### config.mk
export PLATFORM = sky130hd
export DESIGN_NAME = pkt_attr_resolver
export DESIGN_NICKNAME = d
export VERILOG_FILES = /design/src/rtl/pkt_attr_resolver.sv
export SDC_FILE = /design/constraint.sdc
export NUM_CORES = 1
export LEC_CHECK = 0
export BUFFER_PORTS_ARGS = -buffer_cell sky130_fd_sc_hd__buf_4
export CAP_MARGIN = 0
export CORE_MARGIN = 2
export CORE_UTILIZATION = 40
export DETAILED_ROUTE_END_ITERATION = 8
export HOLD_SLACK_MARGIN = 0.15
export PLACE_DENSITY = 0.63
export SYNTH_ARGS = -nofsm -noshare
export SYNTH_HDL_FRONTEND = slang
export SYNTH_SLANG_ARGS = --single-unit
### constraint.sdc
create_clock -name clk -period 11.45 [get_ports clk]
set_input_delay 2.29 -clock clk [delete_from_list [all_inputs] [get_ports clk]]
set_output_delay 2.29 -clock clk [all_outputs]
set_load 0.005 [all_outputs]
### src/rtl/pkt_attr_resolver.sv
// Per-packet parser result arbiter: frames packets from in_valid/in_tlast, collects
// parser hits in each packet window, picks one attribute word by protocol ID, FWFT FIFO out.
module pkt_attr_resolver #(
  parameter int NUM_PARSERS          = 4,
  parameter int ATTRIBUTE_DATA_WIDTH = 135,
  parameter int PRTCL_ID_OFFSET      = 125,
  parameter int PRTCL_ID_WIDTH       = 2,
  parameter int SETTLE_CYCLES        = 2,
  parameter int FIFO_ADDR_WIDTH      = 2,
  parameter int DROP_CNT_WIDTH       = 32
) (
  input  logic                                        clk,
  input  logic                                        reset,
  input  logic                                        in_valid,
  input  logic                                        in_tlast,
  input  logic [NUM_PARSERS-1:0]                      parser_valid,
  input  logic [NUM_PARSERS*ATTRIBUTE_DATA_WIDTH-1:0] parser_attributes,
  output logic                                        out_valid,
  output logic [ATTRIBUTE_DATA_WIDTH-1:0]             out_attributes,
  input  logic                                        out_ready,
  output logic [DROP_CNT_WIDTH-1:0]                   drop_count,
  output logic [DROP_CNT_WIDTH-1:0]                   nohit_count
);

  localparam int W          = ATTRIBUTE_DATA_WIDTH;
  localparam int A          = FIFO_ADDR_WIDTH;
  localparam int FIFO_DEPTH = 1 << FIFO_ADDR_WIDTH;

  localparam logic [1:0]                SETTLE_LOAD = 2'(SETTLE_CYCLES);
  localparam logic [A:0]                PTR_ONE     = (A+1)'(1);
  localparam logic [DROP_CNT_WIDTH-1:0] CNT_ONE     = DROP_CNT_WIDTH'(1);
  localparam logic [DROP_CNT_WIDTH-1:0] CNT_MAX     = '1;

  typedef enum logic [1:0] {
    IDLE    = 2'd0,
    COLLECT = 2'd1,
    SETTLE  = 2'd2,
    COMMIT  = 2'd3
  } state_t;

  state_t     state_reg, state_next;
  logic [1:0] settle_cnt_reg, settle_cnt_next;
  logic       start_pending_reg, start_pending_next;
  logic       pending_tlast_reg, pending_tlast_next;
  logic       capture_en;
  logic       commit;

  // ---------------------------------------------------------------------------
  // Packet framing FSM
  // ---------------------------------------------------------------------------
  always_ff @(posedge clk) begin
    if (reset) begin
      state_reg         <= IDLE;
      settle_cnt_reg    <= 2'd0;
      start_pending_reg <= 1'b0;
      pending_tlast_reg <= 1'b0;
    end else begin
      state_reg         <= state_next;
      settle_cnt_reg    <= settle_cnt_next;
      start_pending_reg <= start_pending_next;
      pending_tlast_reg <= pending_tlast_next;
    end
  end

  always_comb begin
    state_next         = state_reg;
    settle_cnt_next    = settle_cnt_reg;
    start_pending_next = start_pending_reg;
    pending_tlast_next = pending_tlast_reg;
    capture_en         = 1'b0;
    commit             = 1'b0;
    case (state_reg)
      IDLE: begin
        if (in_valid) begin
          capture_en = 1'b1;
          if (in_tlast) begin
            state_next      = SETTLE;
            settle_cnt_next = SETTLE_LOAD;
          end else begin
            state_next = COLLECT;
          end
        end
      end
      COLLECT: begin
        capture_en = 1'b1;
        if (in_valid && in_tlast) begin
          state_next      = SETTLE;
          settle_cnt_next = SETTLE_LOAD;
        end
      end
      SETTLE: begin
        capture_en = 1'b1;
        // Beats of the next packet seen here are remembered, including any tlast,
        // so a short follower packet is not left waiting for a tlast already gone.
        if (in_valid) begin
          start_pending_next = 1'b1;
          pending_tlast_next = pending_tlast_reg | in_tlast;
        end
        if (settle_cnt_reg == 2'd1) begin
          state_next = COMMIT;
        end else begin
          settle_cnt_next = settle_cnt_reg - 2'd1;
        end
      end
      COMMIT: begin
        commit             = 1'b1;
        start_pending_next = 1'b0;
        pending_tlast_next = 1'b0;
        if (start_pending_reg) begin
          if (pending_tlast_reg || (in_valid && in_tlast)) begin
            state_next      = SETTLE;
            settle_cnt_next = SETTLE_LOAD;
          end else begin
            state_next = COLLECT;
          end
        end else if (in_valid) begin
          if (in_tlast) begin
            state_next      = SETTLE;
            settle_cnt_next = SETTLE_LOAD;
          end else begin
            state_next = COLLECT;
          end
        end else begin
          state_next = IDLE;
        end
      end
      default: state_next = IDLE;
    endcase
  end

  // ---------------------------------------------------------------------------
  // Per-parser hit capture: first pulse in a window wins, later ones ignored
  // ---------------------------------------------------------------------------
  logic         hit_reg  [NUM_PARSERS];
  logic [W-1:0] attr_reg [NUM_PARSERS];

  generate
    for (genvar gi = 0; gi < NUM_PARSERS; gi++) begin : g_capture
      always_ff @(posedge clk) begin
        if (reset) begin
          hit_reg[gi] <= 1'b0;
        end else if (commit) begin
          hit_reg[gi] <= 1'b0;
        end else if (capture_en && parser_valid[gi] && !hit_reg[gi]) begin
          hit_reg[gi] <= 1'b1;
        end
      end

      always_ff @(posedge clk) begin
        if (capture_en && parser_valid[gi] && !hit_reg[gi]) begin
          attr_reg[gi] <= parser_attributes[gi*W +: W];
        end
      end
    end
  endgenerate

  // ---------------------------------------------------------------------------
  // Winner selection: largest protocol ID; strict compare keeps lowest index on ties
  // ---------------------------------------------------------------------------
  logic                      any_hit;
  logic [PRTCL_ID_WIDTH-1:0] best_id;
  logic [W-1:0]              win_attr;

  always_comb begin
    any_hit  = 1'b0;
    best_id  = '0;
    win_attr = '0;
    for (int i = 0; i < NUM_PARSERS; i++) begin
      if (hit_reg[i] &&
          (!any_hit || (attr_reg[i][PRTCL_ID_OFFSET +: PRTCL_ID_WIDTH] > best_id))) begin
        any_hit  = 1'b1;
        best_id  = attr_reg[i][PRTCL_ID_OFFSET +: PRTCL_ID_WIDTH];
        win_attr = attr_reg[i];
      end
    end
  end

  // ---------------------------------------------------------------------------
  // Output FWFT FIFO with extra pointer MSB for full/empty
  // ---------------------------------------------------------------------------
  logic [A:0]   wr_ptr_reg, rd_ptr_reg;
  logic [W-1:0] fifo_mem [FIFO_DEPTH];
  logic         fifo_empty, fifo_full;
  logic         pop, push_req, push, drop;

  assign fifo_empty = (wr_ptr_reg == rd_ptr_reg);
  assign fifo_full  = (wr_ptr_reg[A] != rd_ptr_reg[A]) &&
                      (wr_ptr_reg[A-1:0] == rd_ptr_reg[A-1:0]);

  assign out_valid      = !fifo_empty;
  assign out_attributes = fifo_mem[rd_ptr_reg[A-1:0]];

  assign pop      = out_valid && out_ready;
  assign push_req = commit && any_hit;
  // A full FIFO still accepts the winner when the head leaves in the same cycle.
  assign push     = push_req && (!fifo_full || pop);
  assign drop     = push_req && fifo_full && !pop;

  always_ff @(posedge clk) begin
    if (push) begin
      fifo_mem[wr_ptr_reg[A-1:0]] <= win_attr;
    end
  end

  always_ff @(posedge clk) begin
    if (reset) begin
      wr_ptr_reg <= '0;
      rd_ptr_reg <= '0;
    end else begin
      if (push) wr_ptr_reg <= wr_ptr_reg + PTR_ONE;
      if (pop)  rd_ptr_reg <= rd_ptr_reg + PTR_ONE;
    end
  end

  // ---------------------------------------------------------------------------
  // Saturating drop / no-hit counters
  // ---------------------------------------------------------------------------
  logic [DROP_CNT_WIDTH-1:0] drop_count_reg, nohit_count_reg;

  always_ff @(posedge clk) begin
    if (reset) begin
      drop_count_reg  <= '0;
      nohit_count_reg <= '0;
    end else begin
      if (drop && (drop_count_reg != CNT_MAX)) begin
        drop_count_reg <= drop_count_reg + CNT_ONE;
      end
      if (commit && !any_hit && (nohit_count_reg != CNT_MAX)) begin
        nohit_count_reg <= nohit_count_reg + CNT_ONE;
      end
    end
  end

  assign drop_count  = drop_count_reg;
  assign nohit_count = nohit_count_reg;

endmodule

=== After elaboration in Yosys (flattened, before gate mapping) ===
Memories as Yosys holds them, arrays and structs flattened. A register that Yosys moved wholly into a read port is not among the register bits.
Index checks and enable logic that the tools add are counted.
Widths: inputs -> output; s select.

* Flip-flop bits (word level): 76
* Memory bits (writable): 1,084
* Bits of input ports: 549
* Output and inout bits: 200
* Logic and storage cells: 155
* Memories: 3

{| class="wikitable"
|+ Memory list
! memory !! depth !! bits a word !! rd ports !! clocked after memory_dff !! write ports !! line !! RTL
|-
| attr_reg || 4 || 135 || 4 || 0 || 4 || 135 || <nowiki>logic [W-1:0] attr_reg [NUM_PARSERS];</nowiki>
|-
| fifo_mem || 4 || 135 || 1 || 1 || 1 || 182 || <nowiki>logic [W-1:0] fifo_mem [FIFO_DEPTH];</nowiki>
|-
| hit_reg || 4 || 1 || 4 || 0 || 4 || 134 || <nowiki>logic hit_reg [NUM_PARSERS];</nowiki>
|}

* Add/subtract/negate cells: 5
* Order comparisons: 3
* Equality and inequality tests: 15
* Mux-type cells: 69
* Bitwise operators: 9
* Reduce and logical (&&, ||, !) cells: 43

{| class="wikitable"
|+ Operator list
! kind !! number
|-
| $mux 135 || 4
|-
| $add 32x1->32 const B || 2
|-
| $ne 32x32->1 const B || 2
|-
| $mux 1 || 43
|-
| $mux 2 || 17
|-
| $logic_and 1x1->1 || 21
|-
| $pmux 2 s4 || 2
|-
| $logic_not 1->1 || 11
|-
| $ne 2x2->1 const B || 5
|-
| $or 1x1->1 || 9
|-
| $add 3x1->3 const B || 2
|-
| $gt 2x2->1 || 3
|-
| $pmux 1 s2 || 3
|-
| $reduce_and 3->1 || 2
|-
| $logic_or 1x1->1 || 5
|-
| $eq 2x1->1 const B || 2
|-
| $eq 2x2->1 const B || 2
|-
| $eq 3x3->1 || 1
|-
| $ne 3x3->1 const B || 1
|-
| $eq 2x2->1 || 1
|-
| $logic_not 2->1 || 1
|-
| $reduce_and 2->1 || 1
|-
| $reduce_bool 2->1 || 1
|-
| $reduce_or 2->1 || 1
|-
| 2 further kinds || 2
|}

=== Longest topological paths before layout ===
Gate-level depths: netlist of the first run.

* Depth in word-level cells: 17
* Mapped depth: 25
* Mapped depth without buffers: 18

=== Worst setup path before layout of the first run ===
OpenSTA, ideal clock, no wires.

* Kind: input -> register
* Start: input out_ready
* End: memory fifo_mem[3][0] (netlist name), enable pin
* Library setup time: 0.512 ns
* Data arrival time: 5.956 ns
* Data required time: 10.938 ns
* Setup slack: 4.982 ns
* Stages on the path: 3
* Path buffers: 0
* Cell sequence: and4b_1 -> nor2b_1 -> and2_1

* Word-level cells in the longest chain between the ends: 5

{| class="wikitable"
|+ Ends and longest elaborated chain
! element !! line !! RTL
|-
| start, declared || 20 || <nowiki>input logic out_ready,</nowiki>
|-
| $logic_and 1x1->1 || 193 || <nowiki>assign pop = out_valid && out_ready;</nowiki>
|-
| $logic_or 1x1->1 || 196 || <nowiki>assign push = push_req && (!fifo_full || pop);</nowiki>
|-
| $logic_and 1x1->1 || 196 ||
|-
| $mux 1 || 200 || <nowiki>if (push) begin</nowiki>
|-
| $mux 1 (implied by the code) || 201 || <nowiki>fifo_mem[wr_ptr_reg[A-1:0]] <= win_attr;</nowiki>
|-
| end, declared || 182 ||
|}

No other way between the ends.

==> results of run 1 <==
## power by group
part           switching (W)  internal (W)
registers           0.000164       0.00592
logic                0.00236      0.000931
clock network        0.00165       0.00223
## cell type report
class / count / area, µm² / share of cell area
diodes: 25 / 62.6 / 0.00111
clock buffers: 142 / 3110 / 0.0553
clock inverters: 76 / 821 / 0.0146
inverters: 25 / 114 / 0.00203
multi-input cells: 1471 / 10100 / 0.180
flip-flops and latches: 1162 / 34100 / 0.608
well taps: 1500 / 1880 / 0.0334
repair buffers: 791 / 5940 / 0.106
## metal layers
metal	track usage	vias to the layer above	routed length, µm
li1	-	12442	-
met1	0.285	14016	51700
met2	0.378	1098	67000
met3	0.0456	210	9410
met4	0.0780	12	3570
met5	0	-	76
## logic make-up after synthesis
| family | after synthesis | synth area share |
|---|---|---|
| flip-flops | 1162 | 0.758 |
| AND/OR/NAND/NOR | 648 | 0.0614 |
| AO/OA/AOI/OAI | 614 | 0.0786 |
| buffers and inverters | 205 | 0.0179 |
| multiplexers | 140 | 0.0687 |
| XOR/XNOR | 51 | 0.00993 |
| adder cells (fa/ha/maj) | 18 | 0.00501 |
## metrics by stage
step,utilization,hold WS (ns),setup slack (ns)
floorplan,-,0.462,4.98
global placement,0.466,0.485,4.48
detailed placement,0.466,0.495,4.27
CTS,0.501,0.503,4.24
global route,0.501,0.534,3.66
finish,0.501,0.500,4.29
## cell usage in the layout, fill, tap and decap left out, types with 13 or more instances in the layout
master and instances:
a21oi_1 297, and3_1 14, buf_4 791, bufinv_16 13
clkbuf_1 20, clkbuf_16 120, clkinv_1 27, clkinv_2 19
dfxtp_1 76, diode_2 25, edfxtp_1 1084, ha_1 18
inv_1 20, mux4_2 135, nand2_1 300, nand3_1 37
nand4_1 20, nor2_1 212, o21ai_0 98, o21ai_1 59
o31ai_1 136, or3_1 17, xnor2_1 18, xor2_1 33
## worst min path at each step
stage / startpoint / endpoint / slack, ns / cells past startpoint
final: rd_ptr_reg[1] / flip-flop / 0.50 / 2
after floorplan: settle_cnt_reg[0] / settle_cnt_reg[0] / 0.46 / 2
after global routing: drop_count[1] / drop_count[1] / 0.53 / 2
after detailed placement: settle_cnt_reg[0] / settle_cnt_reg[0] / 0.49 / 2
after CTS: drop_count[1] / drop_count[1] / 0.50 / 2
after global placement: settle_cnt_reg[0] / settle_cnt_reg[0] / 0.49 / 2
## worst max-delay path: stages (launching register included)
cell      delay (ns)
edfxtp_1        0.34
buf_4           0.53
and2_1          0.25
ha_1            0.15
nor2b_1         0.07
o311ai_4        0.23
buf_4           0.52
o21ai_0         0.22
ha_1            0.31
nor2_1          0.39
a21o_4          0.29
buf_4           0.68
a21oi_1         0.19
a31oi_1         0.20
ha_1            0.26
nand2_1         0.06
o21ai_0         0.08
o31ai_1         0.14
and2_4          0.81
buf_4           0.65
nand2_1         0.12
o21ai_0         0.18
==> summary by stage, run 1 <==
Critical path
For flop-to-flop paths, the worst setup slack is 4.29 ns. The worst setup path is launched from a flip-flop. The critical path launch point is hit_reg[0]. The critical register-to-register path startpoint is hit_reg[0]. The reg-to-reg critical path endpoint is fifo_mem[2][34].

The worst endpoint data arrival time is approximately 7.6 ns. The setup path with the least slack is of type flip-flop to flip-flop. The end of the critical path is fifo_mem[2][34]. The worst setup path is captured at a flip-flop.

The count of cells along the worst register-to-register path is 21. Data on the critical path is required at its endpoint by 11.91 ns. The largest fanout on the critical path is 65.

Synth
The number of distinct standard cells referenced by the synthesized netlist is 56. For this run, the register share of the synthesized area comes to 0.758. The most area-hungry cell type in the Yosys netlist is edfxtp_1. The combined area of all synthesized cells is 0.0450 mm².

The fraction of synthesis flops using an asynchronous set or reset pin is 0. The post-synthesis instance total is 2,838. The most used flip-flop cell after synthesis is edfxtp_1. Sorting the synthesized cells by how often they occur yields edfxtp_1, nand2_1, a21oi_1, nor2_1, clkbuf_1. The average size of a mapped cell is approximately 16 µm².

For this run, the number of Yosys warnings is 0. In the post-synthesis netlist, the biggest area contributors are edfxtp_1, mux4_2, dfxtp_1. The most common cell in the synthesized netlist is edfxtp_1. Synthesis inferred 1,162 register bits. The share of synthesized area in the top cell type comes to 0.724.

The number of nets in the synthesized netlist is around 3.4k. Yosys mapped a number of flops with a built-in enable equal to 1,084.

Global routing
The total grt overflow is 0. The number of global-route vias before repair is 27.3k. Entering global routing, the biggest net connects 87 pins. Across every metal layer, demand over resource in global routing totals 0.223. The number of antenna violations at the first check in global routing came to 27.

The first-pass GRT wire length is 189,000 µm.

Clocking
The clock passes through at most 3 buffers. The CTS tree is yes. The cell sitting at the root of the clock tree is a clkbuf_16.

After clock tree synthesis, the clock-pin slew on the worst setup and hold paths is 0.07 ns. At the later pin of the worst-skew pair, clock insertion delay measures between 0.7 and 0.8 ns. The buffers inserted during post-CTS setup optimization is 0. The number of buffers created by CTS is 119.

The clock tree synthesis step divided the H-tree into 3 levels. The number of buffers added to fix hold violations after cts is 0. The total number of clock tree sinks is 1,162. The number of gates given a new drive strength after cts is 0.

Route
In the final routed layout, each cell accounts on average for 25.4 µm. The count of nets left with antenna violations once routing finished came out at 0. The total wire length after detailed routing is 132,000 µm. Before antenna repair, the detailed router went through 5 iterations. The initial detailed-routing violation count is 2,490.

In the routed design, unresolved DRC markers number 0. The via count is 27.8k. The routed via count divided by cell count is ~5.4.

Floorplan
The effective utilization at floorplan is 0.401. The total area inside the core boundary comes to 0.112 mm². Measured along the y axis, the die boundary spans 339 µm. The I/O pin count is 749.

The overall die area is 0.115 mm². The total number of placement rows is approximately 120. The die width is between 300 and 400 µm.

Power and ir drop
The design draws 0.0132 W. Summed over all cells, the static leakage comes to 19.4 nW. In this run the power density over the cells is between 200 and 250 mW/mm². The peak supply drop is between 0.15 and 0.2 mV.

Place
The cell area after placement is between 0.05 and 0.06 mm². Routability-driven placement finished with a final weighted congestion of 0.855. The number of port buffers is 748. The detailed-placement wirelength estimate is around 86,000 µm. The total placed cells including tap cells is just under 5k.

Timing
Measured against its own limit, the worst slew margin works out to 0.291. The post-route setup TNS is 0 ns. The worst path in the final design needs a cycle of 7.16 ns, including I/O delays and setup. Setup violations remaining at the end of the flow were counted as 0. At the pin with the least slew margin, the transition time is around 1.1 ns. The maximum operating frequency is about 0.14 GHz. The final count of hold timing violations is 0. Setup repair after global routing left no endpoint under its margin. The final clock skew is 0.0238 ns. In the finished design, the share of the clock period the worst path needs comes to 0.625. The number of slew-limit violations in the final report is 0.

Layout
In the final layout, the share of cells above drive strength 1 is 0.306. The final non-filler cell total is 5,192. The summed area of non-filler cells in the final layout is 0.0561 mm².

The post-synthesis to final-layout area growth is 24.8%. The layout net count is 4,137. The number of filler instances in the final layout is around 9.5k.

Outcome
The run finished with clean final reports.

Worst hold path
The classification of the worst-slack hold path is flip-flop to flip-flop.

Run
Across the run, the number of max-cap violations was 0.
Note: power is estimated with default switching activity, not from simulation.
==> run 2: changes to the inputs <==
==> constraint.sdc (replaced) <==
create_clock -name clk -period 6.81 [get_ports clk]
set_input_delay 1.362 -clock clk [delete_from_list [all_inputs] [get_ports clk]]
set_output_delay 1.362 -clock clk [all_outputs]
set_load 0.005 [all_outputs]
==> summary by stage, run 2 (synthesis results as in run 1) <==
Critical path
In this run the critical register-to-register path is launched from hit_reg[0]. The critical path is of the flip-flop to flip-flop type. The capturing element type of the critical path is a flip-flop. The number of cells on the worst reg-to-reg path is 18. STA puts the critical path data required time at about 7.3 ns. The reg-to-reg critical path endpoint is fifo_mem[0][106]. The worst endpoint data arrival time is 5.62 ns. STA classifies the critical path startpoint as a flip-flop.

The setup check on the worst reg-to-reg path leaves a slack of 1.71 ns. The largest fanout on the critical path is 46.

Clocking
The clock tree synthesis step divided the H-tree into 3 levels. After clock tree synthesis, the clock-pin slew on the worst setup and hold paths is 0.06 ns. The tree is rooted in a clkbuf_16. In this run, post-CTS hold repair placed 0 buffers. The maximum number of buffers from clock root to sink is 3. Counting the buffers created by CTS gives 119. The tree built by TritonCTS fans out to 1,162 sinks.

Buffers added to address setup during post-CTS repair amount to 0. The clock latency reported for the late side of the worst-skew pair is 0.72 ns. The number of gates given a new drive strength after cts is 0.

TritonCTS built the clock tree.

Route
The routed via count divided by cell count is 5.41. The final route contains between 20k and 30k vias. The average routed wire per standard cell is 25.4 µm. The residual DRC count is 0. Summed over all layers, the routed wires come to 132,000 µm. The initial detailed-routing violation count is 2,536.

In this run the remaining antenna-violating nets after routing total 0. The number of optimization iterations in the first detailed-route pass is 5.

Worst hold path
The source of the worst hold timing path is drop_count[1]. The path with the worst hold slack has its endpoint at drop_count[1]. The tightest min-delay check is of the flip-flop to flip-flop type. The depth of the worst hold-timing path is 2.

Timing
In the finished design, the share of the clock period the worst path needs comes to 0.749. Setup violations remaining at the end of the flow were counted as 0. The post-route setup TNS is 0 ns. The measured slew at the worst slew-check pin is 1.04 ns. The minimum period implied by the final worst setup slack is about 5 ns. The maximum operating frequency is 0.196 GHz. Setup repair after global routing left no endpoint under its margin. For the final database, setup skew stands at between 0.03 and 0.04 ns. Headroom to the max-slew limit came out at 0.308. The final count of hold timing violations is 0.

The number of slew-limit violations in the final report is 0.

Place
The final weighted congestion in routability-driven placement is 0.848. Summing all placed instances gives a cell area of 0.0523 mm². Input and output buffers added on the ports amount to 748.

The detailed-placement wirelength estimate is 85,500 µm.

Global routing
The first-pass GRT wire length is 190,000 µm. The total grt overflow is 0. Entering global routing, the biggest net connects 104 pins. The number of global-route vias before repair is 27.8k. Across every metal layer, demand over resource in global routing totals 0.223.

The number of antenna violations at the first check in global routing is 31.

Floorplan
The die is roughly 340 µm wide. In this run the count of I/O pins placed on the die edge is approximately 750. The floorplan step defined a die boundary enclosing between 0.1 and 0.15 mm². The floorplan has around 120 rows. In this run the standard cell core region covers around 0.11 mm².

The floorplan step set the die height to 339 µm. For this configuration, the core starts out at a cell density of 0.401.

Power and ir drop
The relative contribution of sequential cells to total power is 0.460. The power density normalized to cell area is approximately 400 mW/mm². Of the total power, combinational logic draws 0.252.

The fraction of power spent switching nets is 0.317. The peak supply drop is 0.249 mV. Of the total power, the clock network draws 0.287. For this design the total switching power over the nets is 0.00704 W. The leakage power total is 19.4 nW. The total internal power is 0.0152 W.

Layout
In the layout the commonest cells are edfxtp_1, buf_4, nand2_1, a21oi_1, nor2_1. Compared with the post-synthesis result, the final layout area differs by 24.8%. Of the cells placed in the final design, the portion with a size suffix greater than 1 is 0.302.

Leaving out fill and tap cells, the most frequent cell in the layout is edfxtp_1. The multi-input logic area is 0.0101 mm². The finished cells cover 0.0561 mm². Fill cells in the final layout number 9,618. Registers take 0.0341 mm². The layout net count is 4,135.

Run
The max-cap check violation count is 0.

Outcome
The run finished with clean final reports.
-- run 2: cell types whose count changed in the layout (fill, tap and decap cells not counted), sizes merged --
cell / previous run / this run
bufinv: 13 / 9
clkbuf: 142 / 154
clkinvlp: 6 / 0
buf: 791 / 789
clkinv: 54 / 59
-- run 2: cell type report --
type / instances / area share
clock buffer: 154 / 0.0567
timing repair buffer: 789 / 0.108
multi-input combinational: 1471 / 0.180
antenna: 25 / 0.00111
inverter: 25 / 0.00203
clock inverter: 71 / 0.0109
sequential: 1162 / 0.608
tap: 1500 / 0.0334
-- run 2: critical path, stage by stage (launching register included) --
cell	delay, ns
edfxtp_1	0.42
nand2_1	0.10
ha_1	0.31
nor2b_1	0.28
o311ai_4	0.13
o21ai_0	0.28
ha_1	0.28
nor2_1	0.42
o31a_2	0.23
a21oi_1	0.09
a31oi_1	0.15
ha_1	0.25
nand2_1	0.06
o21ai_0	0.07
o31ai_1	0.14
and2_4	0.69
buf_4	0.54
nand2_1	0.14
o21ai_1	0.19
-- run 2: worst max-delay path by stage --
| stage | startpoint | to | slack, ns | depth (start not counted) |
|---|---|---|---|---|
| finish | hit_reg[0] | fifo_mem[0][106] | 1.71 | 18 |
| global route | hit_reg[0] | fifo_mem[1][103] | 1.35 | 18 |
| global placement | hit_reg[0] | fifo_mem[0][1] | 1.89 | 18 |
| CTS | hit_reg[0] | fifo_mem[0][100] | 1.76 | 18 |
| floorplan | out_ready | fifo_mem[3][0] | 1.27 | 3 |
| detailed placement | hit_reg[0] | fifo_mem[0][106] | 1.78 | 18 |
-- run 2: power groups by stage --
stage,registers (W),logic [W],clock network (W)
3_3_place_gp,0.0104,0.00548,0
6_report,0.0102,0.00561,0.00638
2_1_floorplan,0.0104,0.00331,0
3_5_place_dp,0.0104,0.00564,0
4_1_cts,0.0102,0.00566,0.00648
5_1_grt,0.0103,0.00612,0.00678
-- run 2: metrics by stage --
step	instances	total power (W)	utilization	setup slack [ns]	hold slack, ns
2_1_floorplan	2838	0.0137	-	1.27	0.462
3_3_place_gp	4947	0.0158	0.467	1.89	0.487
3_5_place_dp	4947	0.0160	0.467	1.78	0.492
4_1_cts	5172	0.0224	0.500	1.76	0.500
5_1_grt	5197	0.0232	0.501	1.35	0.537
6_report	5197	0.0222	0.501	1.71	0.501
-- run 2: routing by layer --
metal  vias to the layer above  track usage  routed length [µm]
met4                        12       0.0854                4810
met1                     14352        0.283               51100
li1                      12431            -                   -
met5                         -            0                  70
met2                      1092        0.373               66500
met3                       225       0.0491                9440
